File: src/rtl/irq_src_filter.sv
// rtl/irq_src_filter.sv - per-source interrupt synchroniser, glitch filter, pending latch and enable mask
module irq_src_filter #(
    parameter int NUM_SRC  = 3,
    parameter int FILT_LEN = 4
) (
    input  logic               clk_i,
    input  logic               rst_n_i,
    input  logic [NUM_SRC-1:0] raw_irq_i,
    input  logic               cfg_we_i,
    input  logic               cfg_re_i,
    input  logic [1:0]         cfg_addr_i,
    input  logic [31:0]        cfg_wdata_i,
    output logic [31:0]        cfg_rdata_o,
    output logic [NUM_SRC-1:0] irq_o
);

    localparam logic [7:0] CNT_MAX = 8'(FILT_LEN - 1);

    logic [NUM_SRC-1:0] s1_q, s1_d;
    logic [NUM_SRC-1:0] s2_q, s2_d;
    logic [NUM_SRC-1:0] filt_q, filt_d;
    logic [7:0]         cnt_q [NUM_SRC];
    logic [7:0]         cnt_d [NUM_SRC];
    logic [NUM_SRC-1:0] enable_q, enable_d;
    logic [NUM_SRC-1:0] pending_q, pending_d;
    logic [NUM_SRC-1:0] irq_q, irq_d;
    logic [31:0]        rdata_q, rdata_d;

    logic [NUM_SRC-1:0] rise;
    logic [NUM_SRC-1:0] wdata_src;
    logic [NUM_SRC-1:0] w1c_mask;
    logic [NUM_SRC-1:0] force_mask;
    logic [NUM_SRC-1:0] rd_sel;

    logic unused_wdata;
    assign unused_wdata = ^cfg_wdata_i[31:NUM_SRC];

    always_comb begin
        s1_d   = raw_irq_i;
        s2_d   = s1_q;
        filt_d = filt_q;
        rise   = '0;
        for (int i = 0; i < NUM_SRC; i++) begin
            cnt_d[i] = cnt_q[i];
            if (s2_q[i] == filt_q[i]) begin
                cnt_d[i] = '0;
            end else if (cnt_q[i] == CNT_MAX) begin
                filt_d[i] = s2_q[i];
                cnt_d[i]  = '0;
                rise[i]   = s2_q[i];
            end else begin
                cnt_d[i] = cnt_q[i] + 8'd1;
            end
        end

        wdata_src  = cfg_wdata_i[NUM_SRC-1:0];
        enable_d   = (cfg_we_i && cfg_addr_i == 2'd0) ? wdata_src : enable_q;
        w1c_mask   = (cfg_we_i && cfg_addr_i == 2'd1) ? wdata_src : '0;
        force_mask = (cfg_we_i && cfg_addr_i == 2'd3) ? wdata_src : '0;
        // Sets are ORed in after the clear so a same-cycle set always wins.
        pending_d  = (pending_q & ~w1c_mask) | rise | force_mask;
        irq_d      = pending_q & enable_q;

        case (cfg_addr_i)
            2'd0:    rd_sel = enable_q;
            2'd1:    rd_sel = pending_q;
            2'd2:    rd_sel = filt_q;
            default: rd_sel = '0;
        endcase
        rdata_d = cfg_re_i ? 32'(rd_sel) : rdata_q;
    end

    always_ff @(posedge clk_i) begin
        if (!rst_n_i) begin
            s1_q      <= '0;
            s2_q      <= '0;
            filt_q    <= '0;
            enable_q  <= '0;
            pending_q <= '0;
            irq_q     <= '0;
            rdata_q   <= '0;
            for (int i = 0; i < NUM_SRC; i++) begin
                cnt_q[i] <= '0;
            end
        end else begin
            s1_q      <= s1_d;
            s2_q      <= s2_d;
            filt_q    <= filt_d;
            enable_q  <= enable_d;
            pending_q <= pending_d;
            irq_q     <= irq_d;
            rdata_q   <= rdata_d;
            for (int i = 0; i < NUM_SRC; i++) begin
                cnt_q[i] <= cnt_d[i];
            end
        end
    end

    assign cfg_rdata_o = rdata_q;
    assign irq_o       = irq_q;

endmodule

File: config.mk
export PLATFORM = sky130hd
export DESIGN_NAME = irq_src_filter
export DESIGN_NICKNAME = d
export VERILOG_FILES = /design/src/rtl/irq_src_filter.sv
export SDC_FILE = /design/constraint.sdc
export NUM_CORES = 1
export LEC_CHECK = 0
export BUFFER_PORTS_ARGS = -buffer_cell sky130_fd_sc_hd__buf_2
export CAP_MARGIN = 5
export CORE_UTILIZATION = 44
export CTS_CLUSTER_DIAMETER = 150
export DETAILED_ROUTE_END_ITERATION = 6
export PLACE_DENSITY = 0.77
export SYNTH_ARGS = -nofsm -noshare
export SYNTH_HDL_FRONTEND = slang
export SYNTH_SLANG_ARGS = --single-unit
File: constraint.sdc
create_clock -name clk_i -period 1.39 [get_ports clk_i]
set_input_delay 0.278 -clock clk_i [delete_from_list [all_inputs] [get_ports clk_i]]
set_output_delay 0.278 -clock clk_i [all_outputs]
set_load 0.05 [all_outputs]
---- Word level (Yosys, flattened, before mapping) ----
Memories as Yosys holds them, arrays and structs flattened.
Index checks and enable logic that the tools add are counted.
word-level totals
  memories ................................ 1
  register bits after elaboration ......... 21
  bits of input ports ..................... 41
  memory bits (writable) .................. 24
cells by class
  equal/unequal tests ..................... 9
  muxes and demuxes ....................... 20
  add/subtract/negate cells ............... 3
  reductions and logical operators ........ 7
  bitwise gates (word level) .............. 11
memories
  name   words  bits a word  read ports  clocked after Yosys merged registers in  wr ports  line  RTL
  cnt_q  3      8            3           0                                        3         22    logic [7:0] cnt_q [NUM_SRC];
operator list
  operator                                       count
  two-way mux 8 bit                              9
  adder 8 x 1 -> 8 bit, second input constant    3
  == test 8 x 2 -> 1 bit, second input constant  3
  case mux 3 bit (3 select lines)                1
  two-way mux 1 bit                              8
  bitwise AND 3 bit                              2
  two-way mux 3 bit                              2
  bitwise OR 3 bit                               2
  AND reduction 2 bit                            3
  == test 2 bit, second input constant           2
  == test 1 bit                                  3
  logical AND 1 bit                              3
  inverter 1 bit                                 3
  inverter 3 bit                                 1
  bitwise OR 1 bit                               3
  == test 2 x 1 -> 1 bit, second input constant  1
  logical NOT 2 bit                              1

---- Longest topological paths before layout ----
Gate-level depths: netlist of run 1.
  depth in word-level cells ............... 7
  depth in mapped cells ................... 5
  gate-level depth less buffers ........... 4

---- Worst setup path before layout of run 1 ----
Ideal clock, no wire load.
  path kind ............................... register to register
  from .................................... memory cnt_q[2][0], in the netlist cnt_q[0][16]
  to ...................................... memory cnt_q[2][2], in the netlist cnt_q[0][18]
  setup time .............................. 124 ps
  slack ................................... -136 ps
  arrival ................................. 1402 ps
  cell stages (with the launch flop) ...... 5
  path buffers ............................ 0
  cells stage by stage .................... dfxtp_1 ha_1 or4b_4 o211ai_4 nor2_1
RTL lines
  what             line
  start, declared  22

==> metrics.md, run 1 <==
| Metric | Value |
|---|---|
| Status | `complete, but fails checks` |
| Final setup TNS | `-0.971 ns` |
| Fmax | `679 MHz` |
| Clk network pwr share | `0.342` |
| DRT antenna net count | `0` |
| Tot GR Track Use | `0.155` |
| Grt ovf | `0` |
| Cell count after synthesis | `about 230` |
| First-pass GRT wire length | `6.09 mm` |
| CTS tree | `yes` |
| DP Wirelength | `~2.7 mm` |
| Hold Slack | `approximately 0.17 ns` |
| Vias in the first global route | `roughly 1400` |
| Final net count | `about 310` |
| Fillers | `~400` |
| CP max FO | `8` |
| RSZ-0062 raised after global routing | `yes` |
| IO buf count | `17` |
| Register area | `between 900 and 1000 µm²` |
| Crit end category | `register` |
| DRT Pass-1 Iters | `6` |
| Final RePlAce weighted congestion | `0.780` |
| Startpoint types | `register` |
| Post-synth top cells | `dfxtp_1 (45), buf_4 (29), nand3_1 (18)` |
| Share of the synthesized area in the top cell type | `0.428` |
| Reg power frac | `0.541` |
| Switch share | `0.298` |
| Peak VDD IR | `~0.00057 V` |
| Initial Utilization | `0.471` |
| Post-route setup slack | `-0.0823 ns` |
| Die Ht | `roughly 70 µm` |
| Cell with the most instances after synthesis | `dfxtp_1` |
| Final Util | `0.542` |
| Final Instance Area | `about 2400 µm²` |
| Area delta synth->final | `15.2%` |
| CP peak stage delay | `0.48 ns` |
| Die footprint | `between 5000 and 6000 µm²` |
| P per Cell Area | `between 1000 and 1500 nW/µm²` |
| Share of cells above drive strength 1 | `0.259` |
| I/O pins | `between 70 and 80` |
| Commonest register cell after synthesis | `dfxtp_1` |
| Mean Syn Cell Area | `between 9 and 10 µm²` |
| MaxCap Viol Count | `0` |
| Crit path kind | `register to register` |
| Number of flops mapped to enable cells by yosys | `0` |
| Total number of vias | `1583` |
| Final Slew Violations | `0` |
| Num Clock Sinks | `45` |
| Multi-input logic area | `between 1000 and 1500 µm²` |
| Area after DPL | `2290 µm²` |
| CTS Root Cell | `clkbuf_8` |
| P_sw | `about 0.73 mW` |
| Hold_buf cts | `0` |
| Synth Cell Area | `2110 µm²` |
| Drt via density | `roughly 4.9` |
| Delay-heaviest family, CP | `simple AND/OR/NAND/NOR gates` |
| Hold crit path type | `input pin to register` |
| Non-Filler Instances | `322` |
| Slowest stage cell on the critical path | `or4b_4` |
| DRT iter0 DRCs | `60` |
| Largest net degree at the start of global routing | `16` |
| Total of warnings raised by yosys | `0` |
| Drt wl/cell | `11.4 µm` |
| Endpoints failing setup | `16` |
| Die X | `around 71 µm` |
| Drt drc | `2` |
| Combinational share of power | `0.117` |
| WL final | `approximately 3.7 mm` |
| Site Rows | `24` |
| Fin. Hold Viols | `0` |
| Final period utilization | `1.06` |
| Yosys top cell by area | `dfxtp_1` |
| Pleak | `between 0.9 and 1 nW` |
| #FFs+latches synth | `45` |
| Critical Path AT | `about 1.7 ns` |
| Critical path, cell by cell | `ha_4 > or4b_4 > o211ai_4 > nor2_1` |
| Register area share after synthesis | `0.428` |
| H-tree lvl count | `2` |
| CTS buffer count | `5` |
| Core ar. | `approximately 4500 µm²` |
| Top post-synthesis cells by area | `dfxtp_1 (43%), buf_4 (10%), mux2i_1 (4.3%)` |
| Pre-CTS WS | `-0.112 ns` |
| Cells after DPL | `about 310` |
| Synth unique cells | `33` |
| Min Clock Period, post-route | `around 1.5 ns` |
| Critical Path RT | `about 1.6 ns` |
| Power Internal | `1.71 mW` |
| Fraction of registers with async set/reset | `0` |
| Worst Skew | `0.0100 ns` |
| Antenna violations before repair | `0` |
| Clock tree buffer depth | `2` |
| CTS clock-pin slew for the worst setup and hold paths | `about 0.08 ns` |
| Design Power | `between 2 and 2.5 mW` |
| Latest clock arrival within the worst-skew pair | `around 0.31 ns` |
| CP Buf/Inv Count | `0` |
| Failing checks | `design-rule violations, negative setup slack` |
| Antenna Cells | `0` |
## cell type report
cell class                      count  area share
Multi-Input combinational cell    172       0.447
Sequential cell                    45       0.375
Timing Repair Buffer               40       0.106
Clock buffer                        5      0.0284
Tap cell                           52      0.0268
Clock inverter                      3     0.00877
Inverter                            5     0.00774
## metal layers
metal  global-route usage  vias up  wire [µm]
li1                     -      822          -
met1                0.180      721       1670
met2                0.259       33       1800
met3               0.0399        7        124
met4               0.0867        0         88
met5                    0        -          0
## what timing repair did
action                     4_1_cts  5_1_grt
setup buffers                    2        1
gates resized for setup          1        8
pin swaps                        3        1
setup endpoints to repair       16       23
## state kept, by name, indices dropped and copies added, names as in the netlist
register and cells:
enable_q 3, s1_q 3, filt_q 3, cnt_q 24
s2_q 3, pending_q 3, irq_o 3, cfg_rdata_o 3
## cells in the final DEF (no fill, tap or decap), drive strengths merged, types with 2 or more instances in the layout
| cell type | Yosys | routed |
|---|---|---|
| ha | 3 | 3 |
| clkbuf | 1 | 5 |
| nor3 | 4 | 4 |
| nor4b | 2 | 2 |
| o21ai | 14 | 14 |
| buf | 33 | 40 |
| a21oi | 12 | 12 |
| or4b | 2 | 2 |
| nand4 | 3 | 3 |
| xor2 | 9 | 9 |
| nand2 | 8 | 8 |
| nor2 | 15 | 15 |
| o211ai | 2 | 2 |
| and3 | 3 | 3 |
| nor3b | 3 | 3 |
| mux2i | 9 | 9 |
| or3 | 11 | 11 |
| a211oi | 3 | 3 |
| dfxtp | 45 | 45 |
| and2 | 7 | 7 |
| clkinv | 1 | 2 |
| xnor2 | 3 | 3 |
| nand4b | 3 | 3 |
| inv | 4 | 5 |
| or2 | 3 | 3 |
| nand3 | 18 | 18 |
| a31oi | 3 | 3 |
| conb | 1 | 29 |
## power by group through the flow
stage               Combinational (mW)  Clock, mW  Sequential (mW)
finish                           0.286      0.835             1.32
global route                     0.301      0.893             1.32
CTS                              0.286      0.853             1.32
detailed placement               0.285          0             1.35
global placement                 0.284          0             1.35
floorplan                        0.284          0             1.37
## kinds of logic after synthesis
| kind of cell | count (synthesis) | synth area share |
|---|---|---|
| muxes | 9 | 0.0428 |
| xor gates and xnor gates | 12 | 0.0499 |
| DFF | 45 | 0.428 |
| AOI/OAI and AO/OA | 35 | 0.106 |
| buffers and inverters | 39 | 0.130 |
| and+or+nand+nor | 84 | 0.224 |
| adders and majority gates | 3 | 0.0178 |
| other | 1 | 0.00178 |
## final timing paths
check | startpoint | endpoint | slack (ns) | cells past startpoint
hold reg to reg | s1_q[1]$_SDFF_PN0_ | s2_q[1]$_SDFF_PN0_ | 0.45 | 1
hold / removal | raw_irq_i[2] | s1_q[2]$_SDFF_PN0_ | 0.17 | 2
setup / recovery | cnt_q[0][1]$_SDFF_PP0_ | cnt_q[0][1]$_SDFF_PP0_ | -0.08 | 4
setup reg to reg | cnt_q[0][1]$_SDFF_PP0_ | cnt_q[0][1]$_SDFF_PP0_ | -0.08 | 4
Power figures use the tool's default switching activity.
==> run 2, diff against run 1 <==
--- a/config.mk
+++ b/config.mk
@@ -10,7 +10,7 @@
 export CORE_UTILIZATION = 44
 export CTS_CLUSTER_DIAMETER = 150
 export DETAILED_ROUTE_END_ITERATION = 6
-export PLACE_DENSITY = 0.77
+export PLACE_DENSITY = 0.79
 export SYNTH_ARGS = -nofsm -noshare
 export SYNTH_HDL_FRONTEND = slang
 export SYNTH_SLANG_ARGS = --single-unit
==> run 2 against run 1 <==
  * The run still ends with design-rule violations, negative setup slack left
  * Core utilization shrank 1.2 points
  * Register-to-register slack improved by 0.02 ns
  * Sequential cell count is the same
  * Sequential power about the same
  * Non-clock buffer count shrank 6
  * Sequential share of layout area increased by 0.98 points
  * Setup slack improved by 0.023 ns
  * Clock power decreased by 7.2%
  * Global-route usage up 0.11 points
  * Final area decreased by 2.3%
  * First-iteration DRC count is 27% higher
  * Critical path type unchanged
  * Largest power group unchanged
==> metrics.md, run 2 (same netlist as run 1, synthesis figures left out) <==
| Metric | Value |
|---|---|
| RSZ-0062 raised after global routing | `yes` |
| Most frequent cells in the layout | `dfxtp_1 (36), conb_1 (29), nand3_1 (18)` |
| Final Util | `0.530 (-0.0123)` |
| CTS Root Cell | `clkbuf_8` |
| Tot GR Track Use | `0.156 (+0.00112)` |
| Commonest non-fill, non-tap cell in the layout | `dfxtp_1` |
| MaxCap Viol Count | `0 (unchanged)` |
| Site Rows | `24 (unchanged)` |
| Core ar. | `4470 µm² (unchanged)` |
| Top reg by flops | `cnt_q` |
| Endpoints failing setup | `16 (unchanged)` |
| DP Wirelength | `2.64 mm (-2.1%)` |
| Max reg flops | `24 (unchanged)` |
| Final period utilization | `1.04 (-0.0167)` |
| CP max FO | `8 (unchanged)` |
| Vias in the first global route | `1501 (+3.7%)` |
| Latest clock arrival within the worst-skew pair | `0.30 ns (about the same)` |
| DRT Pass-1 Iters | `7 (+1)` |
| Final RePlAce weighted congestion | `0.800 (+2.5%)` |
| CTS tree | `yes` |
| First-pass GRT wire length | `6.24 mm (+2.4%)` |
| Share of cells above drive strength 1 | `0.242 (-0.0168)` |
| Die X | `71.2 µm (unchanged)` |
| Area delta synth->final | `12.6%` |
| P per Cell Area | `1010 nW/µm² (-0.17%)` |
| Reg2reg setup slack | `-0.06 ns (+0.02 ns)` |
| Num Clock Sinks | `45 (unchanged)` |
| Pre-CTS WS | `-0.0675 ns (+0.0444 ns)` |
| I/O pins | `76 (unchanged)` |
| Fin. Hold Viols | `0 (unchanged)` |
| Grt ovf | `0 (unchanged)` |
| Drt wl/cell | `11.5 µm (+0.85%)` |
| Drt via density | `5.08 (+3.3%)` |
| Die footprint | `5070 µm² (unchanged)` |
| Hold Slack | `0.185 ns (+0.0124 ns)` |
| Final net count | `307 (-1.9%)` |
| Pleak | `0.944 nW (-3.2%)` |
| Clock tree buffer depth | `2 (unchanged)` |
| Min Clock Period, post-route | `1.45 ns (-0.0231 ns)` |
| Fmax | `690 MHz (+1.6%)` |
| Critical Path AT | `1.63 ns (-0.03 ns)` |
| WL final | `3.64 mm (-1.0%)` |
| Design Power | `2.38 mW (-2.4%)` |
| H-tree lvl count | `2 (unchanged)` |
| Worst Skew | `0.00388 ns (-0.00613 ns)` |
| Peak VDD IR | `0.000573 V (-0.25%)` |
| Initial Utilization | `0.471 (unchanged)` |
| Crit path kind | `register to register` |
| Critical Path RT | `1.57 ns (about the same)` |
| Startpoint types | `register` |
| Hold crit path type | `input pin to register` |
| Final Slew Violations | `0 (unchanged)` |
| CTS buffer count | `5 (unchanged)` |
| Drt drc | `3 (+1)` |
| Hold_buf cts | `0 (unchanged)` |
| Failing checks | `design-rule violations, negative setup slack` |
| IO buf count | `17 (unchanged)` |
| Status | `complete, but fails checks` |
| Post-route setup slack | `-0.0591 ns (+0.0231 ns)` |
| Antenna Cells | `0 (unchanged)` |
| Die Ht | `71.2 µm (unchanged)` |
| Crit end category | `register` |
| CTS clock-pin slew for the worst setup and hold paths | `0.08 ns (about the same)` |
| Antenna violations before repair | `0 (unchanged)` |
| Largest net degree at the start of global routing | `14 (-2)` |
| Total number of vias | `1604 (+1.3%)` |
| DRT antenna net count | `0 (unchanged)` |
| DRT iter0 DRCs | `76 (+27%)` |
==> run 2: cell count changes in the layout (fill, tap and decap cells not counted), sizes merged <==
| cell | before | now |
|---|---|---|
| inv | 5 | 4 |
| clkbuf | 5 | 6 |
| clkinvlp | 1 | 0 |
| clkinv | 2 | 3 |
| buf | 40 | 34 |
==> run 2: final timing paths <==
kind / start / to / depth (start not counted)
setup / recovery: cnt_q[0][1]$_SDFF_PP0_ / cnt_q[0][6]$_SDFF_PP0_ / 4
hold / removal: raw_irq_i[1] / s1_q[1]$_SDFF_PN0_ / 2
setup reg to reg: cnt_q[0][1]$_SDFF_PP0_ / cnt_q[0][6]$_SDFF_PP0_ / 4
hold reg to reg: s1_q[2]$_SDFF_PN0_ / s2_q[2]$_SDFF_PN0_ / 1
==> run 2: stage by stage <==
stage,area (µm²),setup TNS [ns],cells
after global placement,2260,-0.601,307
after detailed placement,2260,-0.819,307
after global routing,2370,-2.09,316
after floorplan,2240,-0.0180,256
after CTS,2340,-1.02,315
final,2370,-0.821,316
==> run 2: timing repair <==
item | 4_1_cts | 5_1_grt
resized for setup | 1 | 9
hold endpoints to repair | 0 | 0
pin swaps | 2 | 3
buffers inserted | 0 | 1
setup endpoints to repair | 16 | 27
==> run 2: final cells by class <==
type | instances | area (µm²)
multi-input combinational | 172 | 1080
timing repair buffer | 34 | 213
inverter | 5 | 18.8
tap | 52 | 65.1
clock inverter | 2 | 10.0
clock buffer | 6 | 72.6
sequential | 45 | 912
fill | 416 | 2100
==> run 2: metal layers <==
layer,up-vias,GRT usage,part of all wire
met4,0,0.0778,0.018
li1,808,-,-
met2,55,0.263,0.48
met5,-,0,0
met3,6,0.0442,0.045
met1,735,0.181,0.45
==> run 2: critical path, cell delays in order, from the launching register on <==
cell and delay [ns]:
dfxtp_2 0.36, ha_4 0.13, or4b_4 0.48, o211ai_4 0.30, a21oi_1 0.07
==> run 2: report_power, final <==
part	internal, mW	total [mW]	switching (mW)	leakage, nW
logic	0.0455	0.285	0.239	0.530
registers	1.31	1.32	0.0130	0.369
clock network	0.349	0.775	0.427	0.0450
==> run 3, diff against run 2 <==
--- a/config.mk
+++ b/config.mk
@@ -10,6 +10,7 @@
 export CORE_UTILIZATION = 44
 export CTS_CLUSTER_DIAMETER = 150
 export DETAILED_ROUTE_END_ITERATION = 6
+export MAX_ROUTING_LAYER = met4
 export PLACE_DENSITY = 0.79
 export SYNTH_ARGS = -nofsm -noshare
 export SYNTH_HDL_FRONTEND = slang
==> run 3 against run 2 <==
  * The flow still finishes with violations (design-rule violations, negative setup slack)
  * Sequential cell count is the same
  * Die area unchanged
  * Final area unchanged
  * Hold slack got worse by 0.00074 ns
  * Clock skew about the same
  * First-iteration DRC count grew 7.9%
  * Critical path depth stayed put
  * Largest cell class unchanged
  * Register-to-register slack hardly changed
  * Global-route usage increased by 0.48 points
==> metrics.md, run 3 (same netlist as run 1, synthesis figures left out) <==
| Metric | Value |
|---|---|
| CP max FO | `8 (unchanged)` |
| Grt ovf | `0 (unchanged)` |
| Hold crit path type | `input pin to register` |
| MaxCap Viol Count | `0 (unchanged)` |
| RSZ-0062 raised after global routing | `yes` |
| Drt wl/cell | `11.5 µm (-0.36%)` |
| Die footprint | `5070 µm² (unchanged)` |
| Most frequent cells in the layout | `dfxtp_1 (36), conb_1 (29), nand3_1 (18)` |
| IO buf count | `17 (unchanged)` |
| Total number of vias | `1607 (+0.19%)` |
| Final net count | `307 (unchanged)` |
| Site Rows | `24 (unchanged)` |
| Max reg flops | `24 (unchanged)` |
| Crit end category | `register` |
| Core ar. | `4470 µm² (unchanged)` |
| Hold_buf cts | `0 (unchanged)` |
| DRT Pass-1 Iters | `6 (-1)` |
| Die Ht | `71.2 µm (unchanged)` |
| CTS clock-pin slew for the worst setup and hold paths | `0.08 ns (about the same)` |
| P per Cell Area | `1010 nW/µm² (about the same)` |
| Combinational share of power | `0.120 (about the same)` |
| Crit path kind | `register to register` |
| WL final | `3.63 mm (-0.36%)` |
| Pleak | `0.944 nW (unchanged)` |
| Fillers | `416 (unchanged)` |
| Drt via density | `5.09 (+0.19%)` |
| Peak VDD IR | `0.000573 V (about the same)` |
| CTS buffer count | `5 (unchanged)` |
| Failing checks | `design-rule violations, negative setup slack` |
| Tot GR Track Use | `0.161 (+0.00480)` |
| Critical Path AT | `1.63 ns (about the same)` |
| Largest net degree at the start of global routing | `14 (unchanged)` |
| CTS tree | `yes` |
| Design Power | `2.38 mW (about the same)` |
| Slowest stage cell on the critical path | `or4b_4` |
| Cells after DPL | `307 (unchanged)` |
| Final Slew Violations | `0 (unchanged)` |
| Final Util | `0.530 (unchanged)` |
| Critical Path RT | `1.57 ns (about the same)` |
| Non-Filler Instances | `316 (unchanged)` |
| Final period utilization | `1.04 (about the same)` |
| Die X | `71.2 µm (unchanged)` |
| I/O pins | `76 (unchanged)` |
| Area delta synth->final | `12.6% (unchanged)` |
| DP Wirelength | `2.64 mm (unchanged)` |
| Reg power frac | `0.555 (about the same)` |
| Drt drc | `3 (unchanged)` |
| Commonest non-fill, non-tap cell in the layout | `dfxtp_1` |
| Power Internal | `1.70 mW (about the same)` |
| H-tree lvl count | `2 (unchanged)` |
| Area after DPL | `2260 µm² (unchanged)` |
| Vias in the first global route | `1502 (+0.067%)` |
| DRT iter0 DRCs | `82 (+7.9%)` |
| Final Instance Area | `2370 µm² (unchanged)` |
| Top reg by flops | `cnt_q` |
| Antenna violations before repair | `0 (unchanged)` |
| DRT antenna net count | `0 (unchanged)` |
| Final RePlAce weighted congestion | `0.811 (+1.5%)` |
| Status | `complete, but fails checks` |
| Startpoint types | `register` |
| CTS Root Cell | `clkbuf_8` |
| Post-route setup slack | `-0.0584 ns (+0.000695 ns)` |
| Switch share | `0.285 (about the same)` |
| Initial Utilization | `0.471 (unchanged)` |
| Critical path, cell by cell | `ha_4 > or4b_4 > o211ai_4 > nor2_1` |
| Endpoints failing setup | `16 (unchanged)` |
| Latest clock arrival within the worst-skew pair | `0.30 ns (about the same)` |
| Clk network pwr share | `0.325 (about the same)` |
| Fin. Hold Viols | `0 (unchanged)` |
| Share of cells above drive strength 1 | `0.242 (unchanged)` |
| Fmax | `690 MHz (about the same)` |
| Clock tree buffer depth | `2 (unchanged)` |
| First-pass GRT wire length | `6.24 mm (unchanged)` |
| Worst Skew | `0.00381 ns (-0.0000650 ns)` |
| Antenna Cells | `0 (unchanged)` |
| Min Clock Period, post-route | `1.45 ns (-0.000695 ns)` |
| Num Clock Sinks | `45 (unchanged)` |
| P_sw | `0.680 mW (about the same)` |
| CP peak stage delay | `0.47 ns (about the same)` |
| Final setup TNS | `-0.809 ns (+0.0122 ns)` |
==> run 3: cell type report <==
cell class	instances	area, µm²	area share
multi-input cells	172	1080	0.455
flip-flops and latches	45	912	0.385
repair buffers	34	213	0.0897
clock buffers	6	72.6	0.0306
well taps	52	65.1	0.0274
inverters	5	18.8	0.00792
clock inverters	2	10.0	0.00422
==> run 3: per-stage QoR <==
step                setup slack, ns  hold slack, ns
floorplan                  -0.00601           0.379
global placement            -0.0473           0.422
detailed placement          -0.0675           0.422
CTS                         -0.0753           0.177
global route                 -0.159           0.182
finish                      -0.0584           0.184
==> run 3: power by group through the flow <==
stage / clock (mW) / combinational, mW / sequential [mW]
floorplan: 0 / 0.284 / 1.37
global placement: 0 / 0.282 / 1.35
detailed placement: 0 / 0.283 / 1.35
CTS: 0.803 / 0.284 / 1.32
global route: 0.858 / 0.300 / 1.33
finish: 0.776 / 0.285 / 1.32
==> run 3: per-layer routing <==
metal	vias to the layer above	part of all wire	GRT usage
met1	734	0.45	0.181
met4	0	0.013	0.0778
li1	809	-	-
met3	5	0.047	0.0442
met5	-	0	-
met2	59	0.49	0.263
==> run 3: final timing paths <==
path / startpoint / endpoint / slack [ns] / cells past startpoint
hold reg to reg: s1_q[2]$_SDFF_PN0_ / s2_q[2]$_SDFF_PN0_ / 0.44 / 1
setup reg to reg: cnt_q[0][17]$_SDFF_PP0_ / cnt_q[0][18]$_SDFF_PP0_ / -0.06 / 4
setup / recovery: cnt_q[0][17]$_SDFF_PP0_ / cnt_q[0][18]$_SDFF_PP0_ / -0.06 / 4
hold / removal: raw_irq_i[1] / s1_q[1]$_SDFF_PN0_ / 0.18 / 2
==> run 3: critical path: cells and delay by family (launching register included) <==
| family | cells | cell delay, ns |
|---|---|---|
| compound gates | 1 | 0.29 |
| simple gates | 2 | 0.55 |
| flops | 1 | 0.36 |
| fa+ha+maj | 1 | 0.13 |
==> run 3: timing repair <==
action | in CTS | in global routing
setup buffers | 0 | 1
pin swaps | 2 | 3
gates resized for setup | 1 | 9
endpoints found under the setup margin | 16 | 27
